**config.mk**
```make
export PLATFORM = sky130hd
export DESIGN_NAME = histo_run_ctrl_flat
export DESIGN_NICKNAME = d
export VERILOG_FILES = /design/src/rtl/histo_ctrl_pkg.sv /design/src/rtl/histo_run_ctrl_if.sv /design/src/rtl/histo_readout_mux.sv /design/src/rtl/histo_run_ctrl.sv /design/src/flat_wrapper.sv
export SDC_FILE = /design/constraint.sdc
export NUM_CORES = 1
export LEC_CHECK = 0
export CAP_MARGIN = 20
export CORE_UTILIZATION = 44
export DETAILED_ROUTE_END_ITERATION = 7
export PLACE_DENSITY_LB_ADDON = 0.15
export SLEW_MARGIN = 5
export SYNTH_ARGS = -nofsm -noshare
export SYNTH_HDL_FRONTEND = slang
export SYNTH_SLANG_ARGS = --single-unit
```
**constraint.sdc**
```tcl
create_clock -name clkin -period 10.25 [get_ports clkin]
set_clock_uncertainty 0.05 [all_clocks]
set_input_delay 2.05 -clock clkin [delete_from_list [all_inputs] [get_ports clkin]]
set_output_delay 2.05 -clock clkin [all_outputs]
set_load 0.05 [all_outputs]
```
**src/rtl/histo_ctrl_pkg.sv**
```systemverilog
// Shared types and constants for the histogram run controller.
package histo_ctrl_pkg;

   typedef enum logic [2:0] {
      IDLE  = 3'd0,
      CLEAR = 3'd1,
      ACQ   = 3'd2,
      DRAIN = 3'd3,
      SNAP  = 3'd4,
      READ  = 3'd5
   } state_t;

   localparam logic [7:0] HDR_CHAN = 8'hFF;
   localparam int         CW_DEF   = 32;

endpackage

```
**src/rtl/histo_run_ctrl_if.sv**
```systemverilog
// Readout stream: one word per accepted valid/ready beat, tagged with its channel.
interface histo_run_ctrl_if #(parameter int CW = histo_ctrl_pkg::CW_DEF);

   logic [CW-1:0] out_data;
   logic [7:0]    out_chan;
   logic          out_valid;
   logic          out_ready;

   modport master (output out_data, output out_chan, output out_valid, input out_ready);
   modport slave  (input out_data, input out_chan, input out_valid, output out_ready);

endinterface

```
**src/rtl/histo_readout_mux.sv**
```systemverilog
// Snapshot bank and readout stream for the run controller.
// HISTO_RUN_HEADER_EN: prefix each readout with a run-number header word.
module histo_readout_mux
   import histo_ctrl_pkg::*;
#(
   parameter int NCH = 2,
   parameter int CW  = CW_DEF
) (
   input  logic              clkin,
   input  logic              reset,
   input  logic              snap,
   input  logic              flush,
   input  logic [NCH*CW-1:0] histo_in,
   output logic              last_acc,
   histo_run_ctrl_if.master  rd
);

`ifdef HISTO_RUN_HEADER_EN
   localparam int HDR = 1;
   logic [CW-1:0] run_cnt;
   localparam logic [CW-1:0] ONE = CW'(1);
`else
   localparam int HDR = 0;
`endif
   localparam int         NW      = NCH + HDR;
   localparam logic [7:0] LAST    = 8'(NW - 1);
   localparam logic [7:0] HDR_OFS = 8'(HDR);

   logic [CW-1:0] snap_r [NCH];
   logic [7:0]    idx;
   logic [7:0]    nxt_idx;
   logic [CW-1:0] nxt_data;
   logic          acc;

   assign acc      = rd.out_valid && rd.out_ready;
   assign last_acc = acc && (idx == LAST);

   always_comb begin
      nxt_idx  = idx + 8'd1;
      nxt_data = '0;
      for (int c = 0; c < NCH; c++) begin
         if (8'(c + HDR) == nxt_idx) nxt_data = snap_r[c];
      end
   end

   // Output word is registered so data/chan cannot move while the consumer stalls.
   always_ff @(posedge clkin) begin
      if (reset) begin
         rd.out_valid <= 1'b0;
         rd.out_data  <= '0;
         rd.out_chan  <= '0;
         idx          <= '0;
         for (int c = 0; c < NCH; c++) snap_r[c] <= '0;
`ifdef HISTO_RUN_HEADER_EN
         run_cnt      <= '0;
`endif
      end else if (flush) begin
         rd.out_valid <= 1'b0;
      end else if (snap) begin
         for (int c = 0; c < NCH; c++) snap_r[c] <= histo_in[c*CW +: CW];
         idx          <= '0;
         rd.out_valid <= 1'b1;
`ifdef HISTO_RUN_HEADER_EN
         rd.out_data  <= run_cnt;
         rd.out_chan  <= HDR_CHAN;
`else
         rd.out_data  <= histo_in[CW-1:0];
         rd.out_chan  <= 8'd0;
`endif
      end else if (acc) begin
         if (idx == LAST) begin
            rd.out_valid <= 1'b0;
`ifdef HISTO_RUN_HEADER_EN
            run_cnt      <= run_cnt + ONE;
`endif
         end else begin
            idx         <= nxt_idx;
            rd.out_data <= nxt_data;
            rd.out_chan <= nxt_idx - HDR_OFS;
         end
      end
   end

endmodule

```
**src/rtl/histo_run_ctrl.sv**
```systemverilog
// Acquisition run sequencer: clear, gated window, drain, snapshot, stream readout.
// Optional header word (HISTO_RUN_HEADER_EN) is handled in histo_readout_mux.
//
// state | meaning
// IDLE  | waiting for start
// CLEAR | hist_clear for CLR_CYC cycles, then PIPE_DLY cycles for the clear to land
// ACQ   | hist_gate high for win_r cycles
// DRAIN | gate low, PIPE_DLY cycles for last gated hits to reach the counters
// SNAP  | one cycle, counts captured into the snapshot bank
// READ  | streaming words until the last one is accepted
module histo_run_ctrl
   import histo_ctrl_pkg::*;
#(
   parameter int NCH      = 2,
   parameter int CW       = CW_DEF,
   parameter int CLR_CYC  = 2,
   parameter int PIPE_DLY = 2
) (
   input  logic              clkin,
   input  logic              reset,
   input  logic              start,
   input  logic              abort,
   input  logic              continuous,
   input  logic [CW-1:0]     window_len,
   input  logic [NCH*CW-1:0] histo_in,
   output logic              hist_clear,
   output logic              hist_gate,
   output logic              busy,
   output logic              done,
   histo_run_ctrl_if.master  rd
);

   localparam logic [CW-1:0] ONE    = CW'(1);
   localparam logic [CW-1:0] CLR_LD = CW'(CLR_CYC + PIPE_DLY - 1);
   localparam logic [CW-1:0] PIPE_K = CW'(PIPE_DLY);
   localparam logic [CW-1:0] DRN_LD = (PIPE_DLY > 0) ? CW'(PIPE_DLY - 1) : '0;

   state_t        state, state_nxt;
   logic [CW-1:0] tmr, tmr_nxt;
   logic [CW-1:0] win_r;
   logic          snap;
   logic          last_acc;

   always_ff @(posedge clkin) begin
      if (reset) begin
         state <= IDLE;
         tmr   <= '0;
         win_r <= '0;
         done  <= 1'b0;
      end else begin
         state <= state_nxt;
         tmr   <= tmr_nxt;
         done  <= last_acc && !abort;
         if (state == IDLE && start && !abort) win_r <= window_len;
      end
   end

   // One shared down-counter times every phase; each phase ends at terminal count zero.
   always_comb begin
      state_nxt  = state;
      tmr_nxt    = tmr;
      hist_clear = 1'b0;
      hist_gate  = 1'b0;
      snap       = 1'b0;
      case (state)
         IDLE: begin
            if (start && !abort) begin
               state_nxt = CLEAR;
               tmr_nxt   = CLR_LD;
            end
         end
         CLEAR: begin
            hist_clear = (tmr >= PIPE_K);
            if (tmr != '0) begin
               tmr_nxt = tmr - ONE;
            end else if (win_r == '0) begin
               state_nxt = DRAIN;
               tmr_nxt   = DRN_LD;
            end else begin
               state_nxt = ACQ;
               tmr_nxt   = win_r - ONE;
            end
         end
         ACQ: begin
            hist_gate = 1'b1;
            if (tmr != '0) begin
               tmr_nxt = tmr - ONE;
            end else begin
               state_nxt = DRAIN;
               tmr_nxt   = DRN_LD;
            end
         end
         DRAIN: begin
            if (tmr != '0) tmr_nxt = tmr - ONE;
            else           state_nxt = SNAP;
         end
         SNAP: begin
            snap      = 1'b1;
            state_nxt = READ;
         end
         READ: begin
            if (last_acc) begin
               state_nxt = continuous ? CLEAR : IDLE;
               tmr_nxt   = continuous ? CLR_LD : '0;
            end
         end
         default: begin
            state_nxt = IDLE;
            tmr_nxt   = '0;
         end
      endcase
      if (abort && state != IDLE) begin
         state_nxt = IDLE;
         tmr_nxt   = '0;
      end
   end

   assign busy = (state != IDLE);

   histo_readout_mux #(
      .NCH (NCH),
      .CW  (CW)
   ) u_readout (
      .clkin    (clkin),
      .reset    (reset),
      .snap     (snap),
      .flush    (abort),
      .histo_in (histo_in),
      .last_acc (last_acc),
      .rd       (rd)
   );

endmodule

```
**src/flat_wrapper.sv**
```systemverilog
// flat-port wrapper written by rule: the top's interface ports become plain ports
module histo_run_ctrl_flat import histo_ctrl_pkg::*;
#(
   parameter int NCH      = 2,
   parameter int CW       = CW_DEF,
   parameter int CLR_CYC  = 2,
   parameter int PIPE_DLY = 2
)
  (clkin, reset, start, abort, continuous, window_len, histo_in, hist_clear, hist_gate, busy, done, rd_out_data, rd_out_chan, rd_out_valid, rd_out_ready);
  histo_run_ctrl_if #(.CW(CW)) rd_i ();
  input  logic clkin;
  input  logic reset;
  input  logic start;
  input  logic abort;
  input  logic continuous;
  input  logic [CW-1:0] window_len;
  input  logic [NCH*CW-1:0] histo_in;
  output logic hist_clear;
  output logic hist_gate;
  output logic busy;
  output logic done;
  output wire logic [$bits(rd_i.out_data)-1:0] rd_out_data;
  output wire logic [$bits(rd_i.out_chan)-1:0] rd_out_chan;
  output wire logic [$bits(rd_i.out_valid)-1:0] rd_out_valid;
  input wire logic [$bits(rd_i.out_ready)-1:0] rd_out_ready;
  assign rd_out_data = rd_i.out_data;
  assign rd_out_chan = rd_i.out_chan;
  assign rd_out_valid = rd_i.out_valid;
  assign rd_i.out_ready = rd_out_ready;
  histo_run_ctrl #(.NCH(NCH), .CW(CW), .CLR_CYC(CLR_CYC), .PIPE_DLY(PIPE_DLY)) u_core (.clkin(clkin), .reset(reset), .start(start), .abort(abort), .continuous(continuous), .window_len(window_len), .histo_in(histo_in), .hist_clear(hist_clear), .hist_gate(hist_gate), .busy(busy), .done(done), .rd(rd_i));
endmodule
```
* Yosys cells after proc, flatten, opt, wreduce, memory -nomap -nowiden
Memories as Yosys holds them, arrays and structs flattened. Cells that the tools add are included. W data, S select, Z words.
Operators by class: $add $sub $neg 3, $lt $le $gt $ge 1, equal/unequal tests 14, muxes and demuxes 38, bitwise gates (word level) 4, reductions and logical operators 21
Operators by type and width (number):
- $mux W32 | 13
- $pmux W32 S6 | 1
- $sub A32 B1 Y32 const B | 2
- $ge A32 B2 Y1 const B | 1
- $logic_not A32 Y1 | 1
- $reduce_bool A32 Y1 | 1
- $mux W8 | 3
- $pmux W3 S6 | 1
- $mux W3 | 5
- $mux W1 | 14
- $add A8 B1 Y8 const B | 1
- $eq A1 B8 Y1 const A | 1
- $eq A8 B1 Y1 const B | 1
- $logic_not A8 Y1 | 1
- $ne A2 B2 Y1 const B | 4
- $logic_and A1 B1 Y1 | 7
- $eq A3 B2 Y1 const B | 2
- $eq A3 B3 Y1 const B | 2
- $ne A2 B1 Y1 const B | 3
- $reduce_and A5 Y1 | 1
- $reduce_and A4 Y1 | 1
- $reduce_bool A2 Y1 | 2
- $reduce_or A2 Y1 | 2
- $eq A3 B1 Y1 const B | 1
- 8 further kinds | 10
Storage, ports and cells: flip-flop bits (word level) 109, bits in writable memories 64, input port bits 102, word-level logic and storage cells 89, memories kept 1
Memory list:
- u_core.u_readout.snap_r | words 2, width 32, read ports 2, clocked after memory_dff 0, write ports 2, RTL line histo_readout_mux.sv:29 | logic [CW-1:0] snap_r [NCH];

* Logic depth before layout (Yosys ltp)
Gate-level depths: netlist of the first run.
depth after elaboration 7, gate-level depth with buffers 11, depth with buffers taken out 8

* Modules after synthesis
Synthesis of the first run repeated with hierarchy kept, for this count alone.
Second synthesis, totals: cells, all modules 1012, area, all modules 9051.2 um^2
Modules (own cells, without submodules):
- histo_readout_mux | instances 1, cells each 470, area each 4901.0 um^2, sequential area each 2742.6 um^2
- histo_run_ctrl | instances 1, cells each 542, area each 4150.2 um^2, sequential area each 1361.3 um^2

* Worst setup path after synthesis of the first run
OpenSTA, ideal clock, no wires.
path type in2reg, from input abort, to memory u_core.u_readout.snap_r[0][0] (netlist bit) (enable), library setup time 499 ps, data arrival time 5246 ps, path slack 4454 ps, stages on the path 2, buffers on the path 1, path through clkbuf_1 o21bai_1
RTL lines:
- start, declared | RTL line flat_wrapper.sv:14 | input logic abort;
- end, declared | RTL line histo_readout_mux.sv:29

* Worst setup path in the final report of the first run
from register u_core.tmr[12], to output hist_clear
Between the ends: word-level cells in the longest chain between the ends 2
Ends and longest elaborated chain:
- start, declared | RTL line histo_run_ctrl.sv:39 | logic [CW-1:0] tmr, tmr_nxt;
- start signal, assigned | RTL line histo_run_ctrl.sv:52 | tmr <= tmr_nxt;
- $ge A32 B2 Y1 | RTL line histo_run_ctrl.sv:73 | hist_clear = (tmr >= PIPE_K);
- $mux W1 | RTL line histo_run_ctrl.sv:65 | case (state)
- end, declared | RTL line flat_wrapper.sv:18 | output logic hist_clear;
No other way between the ends.

==> results of run 1 <==
-- state kept, by name, indices dropped and copies added (netlist names) --
| register | flops |
|---|---|
| u_core.u_readout.snap_r | 64 |
| u_core.tmr | 32 |
| u_core.u_readout.rd.out_valid | 1 |
| u_core.done | 1 |
| u_core.u_readout.rd.out_data | 32 |
| u_core.win_r | 32 |
| u_core.u_readout.idx | 8 |
| u_core.state | 3 |
-- Yosys cell counts, types with 7 or more instances --
cell type  number  area (sq um)
dfxtp_1       109          2180
nand2_1        91           342
nor2_1         76           285
nor3_1         72           360
and2_1         67           419
edfxtp_1       64          1920
a21oi_1        57           285
clkbuf_1       57           214
o21ai_0        44           220
a221oi_1       33           289
a22o_1         32           280
nor4_1         20           125
a22oi_1        16           120
o21ai_1        16          80.1
xor2_1         16           140
inv_1          14          52.6
xnor2_1        14           123
a32oi_1        12           105
nand3_1        12          60.1
buf_2          10          50.1
a211oi_1        9          67.6
ha_1            8           100
or3_1           8          50.1
nor3b_1         7          52.6
or4_1           7          52.6
-- layout make-up --
class	instances	share of cell area (%)
multi-input cells	689	38.9
diodes	1	0.0230
flip-flops and latches	173	37.6
clock inverters	15	1.40
inverters	14	0.482
repair buffers	160	14.7
well taps	260	2.98
clock buffers	17	3.90
-- metal layers --
layer | track usage, % | wire, um | share of wire [%]
met1 | 31.6 | 10500 | 45
met2 | 38.0 | 11100 | 47
met3 | 7.27 | 1530 | 6.5
met5 | 0 | 34 | 0.15
met4 | 5.60 | 278 | 1.2
-- per-stage QoR --
stage	setup WS, ps	hold WS [ps]	util, %	cells
6_report	5340	433	57.5	1329
3_3_place_gp	5750	416	54.2	1294
4_1_cts	5330	429	57.3	1327
3_5_place_dp	5710	419	54.3	1295
5_1_grt	5160	449	57.5	1328
2_1_floorplan	4450	399	-	949
-- cell families (layout without fill, tap and decap cells) --
logic type / Yosys count / in the layout / synth area share [%]
flip-flops: 173 / 173 / 47.4
multiplexers: 1 / 1 / 0.116
AND/OR/NAND/NOR: 403 / 403 / 24.3
XOR/XNOR: 30 / 30 / 3.04
AO/OA/AOI/OAI: 247 / 247 / 19.7
adder cells (fa/ha/maj): 8 / 8 / 1.16
other: 0 / 1 / 0
buffers and inverters: 87 / 206 / 4.27
-- where the power goes --
part / total (W) / internal [W] / switching (W) / leakage [nW]
logic: 0.00130 / 0.000460 / 0.000841 / 2.03
registers: 0.000875 / 0.000787 / 0.0000882 / 1.54
clock network: 0.000639 / 0.000344 / 0.000295 / 0.284
-- worst register-to-register path: stages, from the launching register on --
cell and delay (ps):
dfxtp_1 350, inv_1 140, ha_1 170, or4b_2 600, or2_2 340, nor3_2 320, and3_1 650, buf_16 230
a22oi_1 80, o21ai_0 180
-- final timing paths --
path / start / endpoint / slack [ps] / cells past startpoint
max: u_core.tmr[12] / hist_clear / 5340 / 5
min: u_core.win_r[23] / u_core.win_r[23] / 430 / 2
max reg2reg: u_core.tmr[0] / u_core.tmr[18] / 7070 / 9
min reg2reg: u_core.win_r[23] / u_core.win_r[23] / 430 / 2
==> impl_metrics.py, run 1 <==
metrics = {
    "critical_path": {
        "worst-setup-path-type": "reg2out",
        "cp-start-kind": "flop",
        "crit_fanout": 10,
        "crit_buf_inv": 1,
        "crit_slowest_cell": "clkdlybuf4s50_1",
        "cp_data_arrival_time_ps": 2810,
        "end_kind": "primary output",
        "worst_ep_required_time_ps": 8150,
        "crit_chain": "nor4_1 > nand2_2 > nor3_1 > a311oi_1 > clkdlybuf4s50_1",
        "path_delay_family": "simple AND/OR/NAND/NOR gates",
        "crit_path_max_incr_delay_ps": 760,
    },
    "synthesis": {
        "syn_nets": 1059,
        "ys_types": 64,
        "syn-cell-area_sq_mm": 0.00865,
        "ys_seq_area_share_pct": 47.4,
        "synth_cells": 949,
        "synthArstFlopShare_pct": 0,
        "synth_flop_cell": "dfxtp_1",
        "synth-seq-cells": 173,
        "avgSynthCellArea_sq_um": 9.11,
        "synth_edf_count": 64,
        "ys_warn_count": 0,
    },
    "cells_and_area": {
        "layout_common_cells": "clkdlybuf4s50_1 (145), dfxtp_1 (109), nand2_1 (91)",
        "seq_area_sq_mm": 0.00410,
        "nets": 1165,
        "area_growth_pct": 26.0,
        "design_area_sq_mm": 0.0109,
        "fillers": 1705,
        "drive_gt1_share_pct": 6.46,
        "multi_input_area_sq_mm": 0.00424,
        "final_common_cell": "clkdlybuf4s50_1",
    },
    "die": {
        "dieArea_sq_mm": 0.0202,
        "start_util_pct": 45.6,
        "ioPinCount": 147,
        "chipWidth_um": 142,
        "rows": 50,
        "fp.dieH_um": 142,
        "core_sq_mm": 0.0190,
    },
    "routing": {
        "wl_mm": 23.4,
        "first_pass_iters": 5,
        "via_count": 7615,
        "wl_per_cell_um": 17.6,
        "first_iter_violations": 593,
        "detail-route-antenna-nets": 0,
        "viasPerCell": 5.73,
        "drc": 0,
    },
    "power": {
        "finalPower_w": 0.00282,
        "p_per_area_mw_per_mm2": 258,
        "power.leakage_nw": 3.86,
        "ir_worst_vdd_mv": 0.153,
    },
    "run_status": {
        "status": "completed",
    },
    "grt": {
        "grt_pass1_vias": 7028,
        "antenna_found_initial": 3,
        "grt_start_max_net_pins": 79,
        "grt.total_usage_pct": 23.8,
        "overflow": 0,
        "grt_pass1_wl_mm": 37.6,
    },
    "placement": {
        "place_congestion": 0.834,
        "portBuffers": 146,
        "postPlaceCellArea_sq_mm": 0.0103,
        "post-dp-hpwl_mm": 15.8,
    },
    "min_path": {
        "hold_class": "reg2reg",
    },
    "timing": {
        "worst_pin_slew_ps": 940,
        "fin_crit_ps": 4910,
        "hold_viol": 0,
        "setup_violations": 0,
        "fin_crit_sh_pct": 47.9,
        "fin_setup_tns_ps": 0,
        "rsz0062_at_grt": "no",
        "maxSlewHeadroom_pct": 36.5,
        "maxSlewViolCount": 0,
        "fmax_mhz": 204,
    },
    "clocking": {
        "cts_buffers": 17,
        "htree_levels": 4,
        "insertion_delay_ps": 430,
        "cts_max_path_buffers": 2,
        "cts.repair.resized": 0,
        "cts_tree": "yes",
        "cts_setup_buffers": 0,
        "cts_root_buf": "clkbuf_16",
        "postCtsHoldBufs": 0,
        "clock_sinks": 173,
        "clkSlewWorstSetupHoldPaths_ps": 70,
    },
    "flow_run": {
        "drv_cap": 0,
    },
}
No activity file was read; power rests on OpenSTA's default activity.
==> run 2, diff against run 1 <==
==> constraint.sdc (replaced) <==
create_clock -name clkin -period 5.1 [get_ports clkin]
set_clock_uncertainty 0.05 [all_clocks]
set_input_delay 1.02 -clock clkin [delete_from_list [all_inputs] [get_ports clkin]]
set_output_delay 1.02 -clock clkin [all_outputs]
set_load 0.05 [all_outputs]
==> impl_metrics.py, run 2 (same netlist as run 1, synthesis figures left out) <==
metrics = {
    "cells_and_area": {
        "seq_area_sq_mm": 0.00410,
        "multi_input_area_sq_mm": 0.00423,
        "area_growth_pct": 25.9,
        "largest_reg_flops": 64,
        "final_common_cell": "clkdlybuf4s50_1",
        "nets": 1166,
        "drive_gt1_share_pct": 6.64,
        "top_register": "u_core.u_readout.snap_r",
        "layout_common_cells": "clkdlybuf4s50_1 (145), dfxtp_1 (109), nand2_1 (91)",
        "fillers": 1727,
    },
    "timing": {
        "setup_ws_ps": 1140,
        "maxSlewViolCount": 0,
        "fmax_mhz": 252,
        "maxSlewHeadroom_pct": 36.4,
        "hold_viol": 0,
        "rsz0062_at_grt": "no",
        "fin_crit_sh_pct": 77.7,
        "fin_crit_ps": 3960,
        "fin_setup_tns_ps": 0,
        "setup_violations": 0,
        "worst_pin_slew_ps": 941,
    },
    "critical_path": {
        "end_kind": "primary output",
        "cp-start-kind": "flop",
        "crit_buf_inv": 1,
        "crit_slowest_cell": "clkdlybuf4s50_1",
        "crit_path_max_incr_delay_ps": 750,
        "crit_fanout": 10,
        "cp_data_arrival_time_ps": 2890,
        "worst-setup-path-type": "reg2out",
        "worst_ep_required_time_ps": 4030,
        "crit_chain": "nor4_1 > nand2_2 > nor3_1 > a311oi_1 > clkdlybuf4s50_1",
        "path_delay_family": "simple AND/OR/NAND/NOR gates",
    },
    "die": {
        "core_sq_mm": 0.0190,
        "chipWidth_um": 142,
        "fp.dieH_um": 142,
        "start_util_pct": 45.6,
        "ioPinCount": 147,
        "dieArea_sq_mm": 0.0202,
        "rows": 50,
    },
    "power": {
        "ir_worst_vdd_mv": 0.292,
        "power.leakage_nw": 3.86,
        "finalPower_w": 0.00572,
        "p_per_area_mw_per_mm2": 525,
    },
    "routing": {
        "first_pass_iters": 5,
        "via_count": 7514,
        "wl_mm": 23.8,
        "viasPerCell": 5.65,
        "drc": 0,
        "detail-route-antenna-nets": 0,
        "wl_per_cell_um": 17.9,
        "first_iter_violations": 540,
    },
    "placement": {
        "post-dp-hpwl_mm": 16.1,
        "portBuffers": 146,
        "place_ws_ps": 1560,
        "place_congestion": 0.852,
    },
    "flow_run": {
        "drv_cap": 0,
    },
    "grt": {
        "grt_pass1_vias": 7221,
        "grt.total_usage_pct": 24.3,
        "grt_start_max_net_pins": 78,
        "antenna_found_initial": 2,
        "grt_pass1_wl_mm": 38.2,
        "overflow": 0,
    },
    "clocking": {
        "cts_setup_buffers": 0,
        "clock_sinks": 173,
        "cts_max_path_buffers": 2,
        "clkSlewWorstSetupHoldPaths_ps": 70,
        "cts_buffers": 17,
        "insertion_delay_ps": 440,
        "cts.repair.resized": 0,
        "htree_levels": 4,
        "cts_root_buf": "clkbuf_16",
        "cts_tree": "yes",
        "postCtsHoldBufs": 0,
    },
    "min_path": {
        "hold_class": "reg2reg",
    },
    "run_status": {
        "status": "completed",
    },
}
==> run 2: cell types whose count changed in the layout (fill, tap and decap cells not counted) <==
cell	change
inv_6	-5
clkinvlp_4	+3
inv_8	+3
buf_16	-2
buf_4	+2
buf_8	+1
bufinv_16	+1
clkinv_1	-1
clkinv_2	+1
clkinv_8	-1
clkinvlp_2	-1
nor2b_2	+1
nor2b_4	-1
==> run 2: report_power, final <==
group / switching (W) / internal [W] / leakage [nW]
sequential: 0.000180 / 0.00158 / 1.54
combinational: 0.00171 / 0.000912 / 2.03
clock: 0.000600 / 0.000740 / 0.289
==> run 2: per-stage QoR <==
step                      utilization (%)  std cells  instance area (sq um)  hold WS [ps]
after global placement               54.2       1296                  10300           415
after CTS                            57.5       1329                  10900           431
after floorplan                         -        949                   8650           399
final                                57.5       1330                  10900           432
after detailed placement             54.3       1297                  10300           421
after global routing                 57.5       1329                  10900           455
==> run 2: per-layer routing <==
layer  up-vias  GRT usage (%)  part of all wire (%)
met1      3548           32.5                    46
met2       199           37.7                    46
li1       3730              -                     -
met3        35           6.90                   5.9
met5         -              0                 0.050
met4         2           8.26                   2.1
==> run 2: final cells by class <==
type                    count  area share (%)
multi-input cells         689            38.8
flip-flops and latches    173            37.7
repair buffers            161            14.5
clock buffers              17            3.91
well taps                 260            2.99
clock inverters            15            1.61
inverters                  14           0.482
diodes                      1          0.0230
==> run 2: worst reg2reg max path, cell delays in order, from the launching register on <==
cell and delay [ps]:
dfxtp_1 340, inv_1 140, ha_1 270, nor4b_1 790
nand4_1 460, nor3_1 620, a211oi_1 170, o21ai_0 180
o21ai_1 80
==> run 2: worst paths after layout <==
path,slack (ps),depth (start not counted),end,start
worst max-delay path,1140,5,hist_clear,u_core.tmr[12]
worst max register to register,1890,8,u_core.tmr[28],u_core.tmr[0]
worst min-delay path,430,2,u_core.win_r[23],u_core.win_r[23]
worst min register to register,430,2,u_core.win_r[23],u_core.win_r[23]
==> run 3, diff against run 2 <==
==> constraint.sdc (replaced) <==
create_clock -name clkin -period 3.3 [get_ports clkin]
set_clock_uncertainty 0.05 [all_clocks]
set_input_delay 0.66 -clock clkin [delete_from_list [all_inputs] [get_ports clkin]]
set_output_delay 0.66 -clock clkin [all_outputs]
set_load 0.05 [all_outputs]
==> impl_metrics.py, run 3 (same netlist as run 1, synthesis figures left out) <==
metrics = {
    "min_path": {
        "min_path_cells": 2,
        "hold_class": "reg2reg",
        "hold_start": "u_core.u_readout.rd.out_data[5]",
        "min_to": "u_core.u_readout.rd.out_data[5]",
    },
    "cells_and_area": {
        "layoutNonFillerInstCount": 1344,
        "area_growth_pct": 27.2,
        "final_common_cell": "clkdlybuf4s50_1",
        "layout_common_cells": "clkdlybuf4s50_1 (144), dfxtp_1 (109), nand2_1 (91)",
        "top_register": "u_core.u_readout.snap_r",
        "antenna_cells": 0,
        "seq_area_sq_mm": 0.00410,
        "fillers": 1695,
        "nets": 1181,
        "drive_gt1_share_pct": 7.93,
        "multi_input_area_sq_mm": 0.00424,
        "fin_util_pct": 58.0,
        "largest_reg_flops": 64,
    },
    "timing": {
        "fin_crit_ps": 3090,
        "hold_viol": 0,
        "setup_violations": 0,
        "setup_ws_ps": 211,
        "fin_crit_sh_pct": 93.6,
        "worst_pin_slew_ps": 886,
        "maxSlewViolCount": 0,
        "fmax_mhz": 324,
        "fin_hold_ws_ps": 441,
        "maxSlewHeadroom_pct": 40.9,
        "rsz0062_at_grt": "no",
        "fin_setup_tns_ps": 0,
    },
    "clocking": {
        "insertion_delay_ps": 430,
        "clock_sinks": 173,
        "htree_levels": 4,
        "clkSlewWorstSetupHoldPaths_ps": 80,
        "cts_tree": "yes",
        "cts_setup_buffers": 0,
        "cts_root_buf": "clkbuf_16",
        "cts_buffers": 17,
        "cts_max_path_buffers": 2,
    },
    "placement": {
        "dpl.cell_count": 1312,
        "post-dp-hpwl_mm": 16.4,
        "place_congestion": 0.904,
        "portBuffers": 146,
        "place_ws_ps": 298,
    },
    "power": {
        "seq_power_share_pct": 30.6,
        "p_switching_w": 0.00388,
        "p_int_w": 0.00500,
        "comb_power_share_pct": 47.4,
        "clock_power_share_pct": 22.0,
        "p_sw_share_pct": 43.7,
        "p_per_area_mw_per_mm2": 807,
        "power.leakage_nw": 3.93,
        "ir_worst_vdd_mv": 0.481,
    },
    "routing": {
        "first_pass_iters": 5,
        "detail-route-antenna-nets": 0,
        "viasPerCell": 5.68,
        "wl_mm": 24.0,
        "first_iter_violations": 674,
        "wl_per_cell_um": 17.9,
        "drc": 0,
        "via_count": 7634,
    },
    "die": {
        "fp.dieH_um": 142,
        "dieArea_sq_mm": 0.0202,
        "core_sq_mm": 0.0190,
        "rows": 50,
        "chipWidth_um": 142,
        "start_util_pct": 45.6,
        "ioPinCount": 147,
    },
    "critical_path": {
        "path_delay_family": "simple AND/OR/NAND/NOR gates",
        "crit_path_max_incr_delay_ps": 460,
        "end_kind": "primary output",
        "worst-setup-path-type": "reg2out",
        "r2r_setup_slack_ps": 260,
        "worst_ep_required_time_ps": 2590,
        "cp_data_arrival_time_ps": 2380,
        "reg2reg_from": "u_core.tmr[0]",
        "cp-startpoint": "u_core.tmr[19]",
        "crit_slowest_cell": "dlygate4sd2_1",
        "crit_fanout": 6,
        "r2r_cells": 9,
        "rr_endpoint": "u_core.tmr[20]",
        "crit_chain": "nor4_4 > nand4_2 > nor3_1 > a311oi_1 > dlygate4sd2_1",
        "crit_buf_inv": 1,
        "cp-start-kind": "flop",
    },
    "run_status": {
        "status": "completed",
    },
    "grt": {
        "grt.total_usage_pct": 24.1,
        "overflow": 0,
        "grt_start_max_net_pins": 78,
        "grt_pass1_wl_mm": 38.0,
        "grt_pass1_vias": 7137,
        "antenna_found_initial": 0,
    },
    "flow_run": {
        "drv_cap": 0,
    },
}
## run 3: cell count changes in the layout (fill, tap and decap cells not counted), moves of 2 or more
cell,previous run,this run
buf_12,0,2
buf_4,14,28
bufinv_16,2,0
clkinv_4,1,5
clkinv_8,0,3
clkinvlp_4,3,1
inv_8,5,2
## run 3: metal layers
| metal | vias up | global-route usage (%) | part of all wire, % |
|---|---|---|---|
| li1 | 3749 | - | - |
| met4 | 0 | 7.07 | 1.6 |
| met1 | 3627 | 32.9 | 45 |
| met3 | 26 | 6.12 | 7.2 |
| met2 | 232 | 37.7 | 46 |
| met5 | - | 0 | 0 |
## run 3: worst min-delay path, stage by stage (launching register included)
cell and delay (ps):
dfxtp_1 310, nor2_1 90, nor3_1 50
## run 3: timing repair
action                                  CTS  global route
hold buffers                              0             0
gates resized for setup                   1             0
endpoints found under the setup margin    1             0
## run 3: worst max path at each step
stage / slack, ps / to / cells after the start
6_report: 210 / hist_clear / 5
5_1_grt: 50 / u_core.tmr[13] / 9
4_1_cts: 190 / hist_clear / 5
3_5_place_dp: 300 / u_core.tmr[14] / 9
3_3_place_gp: 430 / u_core.tmr[7] / 9
2_1_floorplan: 240 / u_core.u_readout.snap_r[0][0] / 4
## run 3: layout make-up
cell class,count,share of cell area (%)
clock buffers,17,3.87
clock inverters,15,1.40
inverters,14,0.478
multi-input cells,689,38.5
flip-flops and latches,173,37.3
well taps,260,2.96
repair buffers,176,15.5
## run 3: power groups by stage
stage	registers, W	logic, W	clock network [W]
floorplan	0.00269	0.00303	0
global placement	0.00275	0.00414	0
detailed placement	0.00275	0.00415	0
CTS	0.00271	0.00416	0.00199
global route	0.00276	0.00461	0.00208
finish	0.00272	0.00421	0.00195
## run 3: per-stage QoR
| step | cell area, sq um | total power [W] |
|---|---|---|
| after floorplan | 8650 | 0.00572 |
| after global placement | 10400 | 0.00689 |
| after detailed placement | 10400 | 0.00690 |
| after CTS | 11000 | 0.00885 |
| after global routing | 11000 | 0.00944 |
| final | 11000 | 0.00888 |
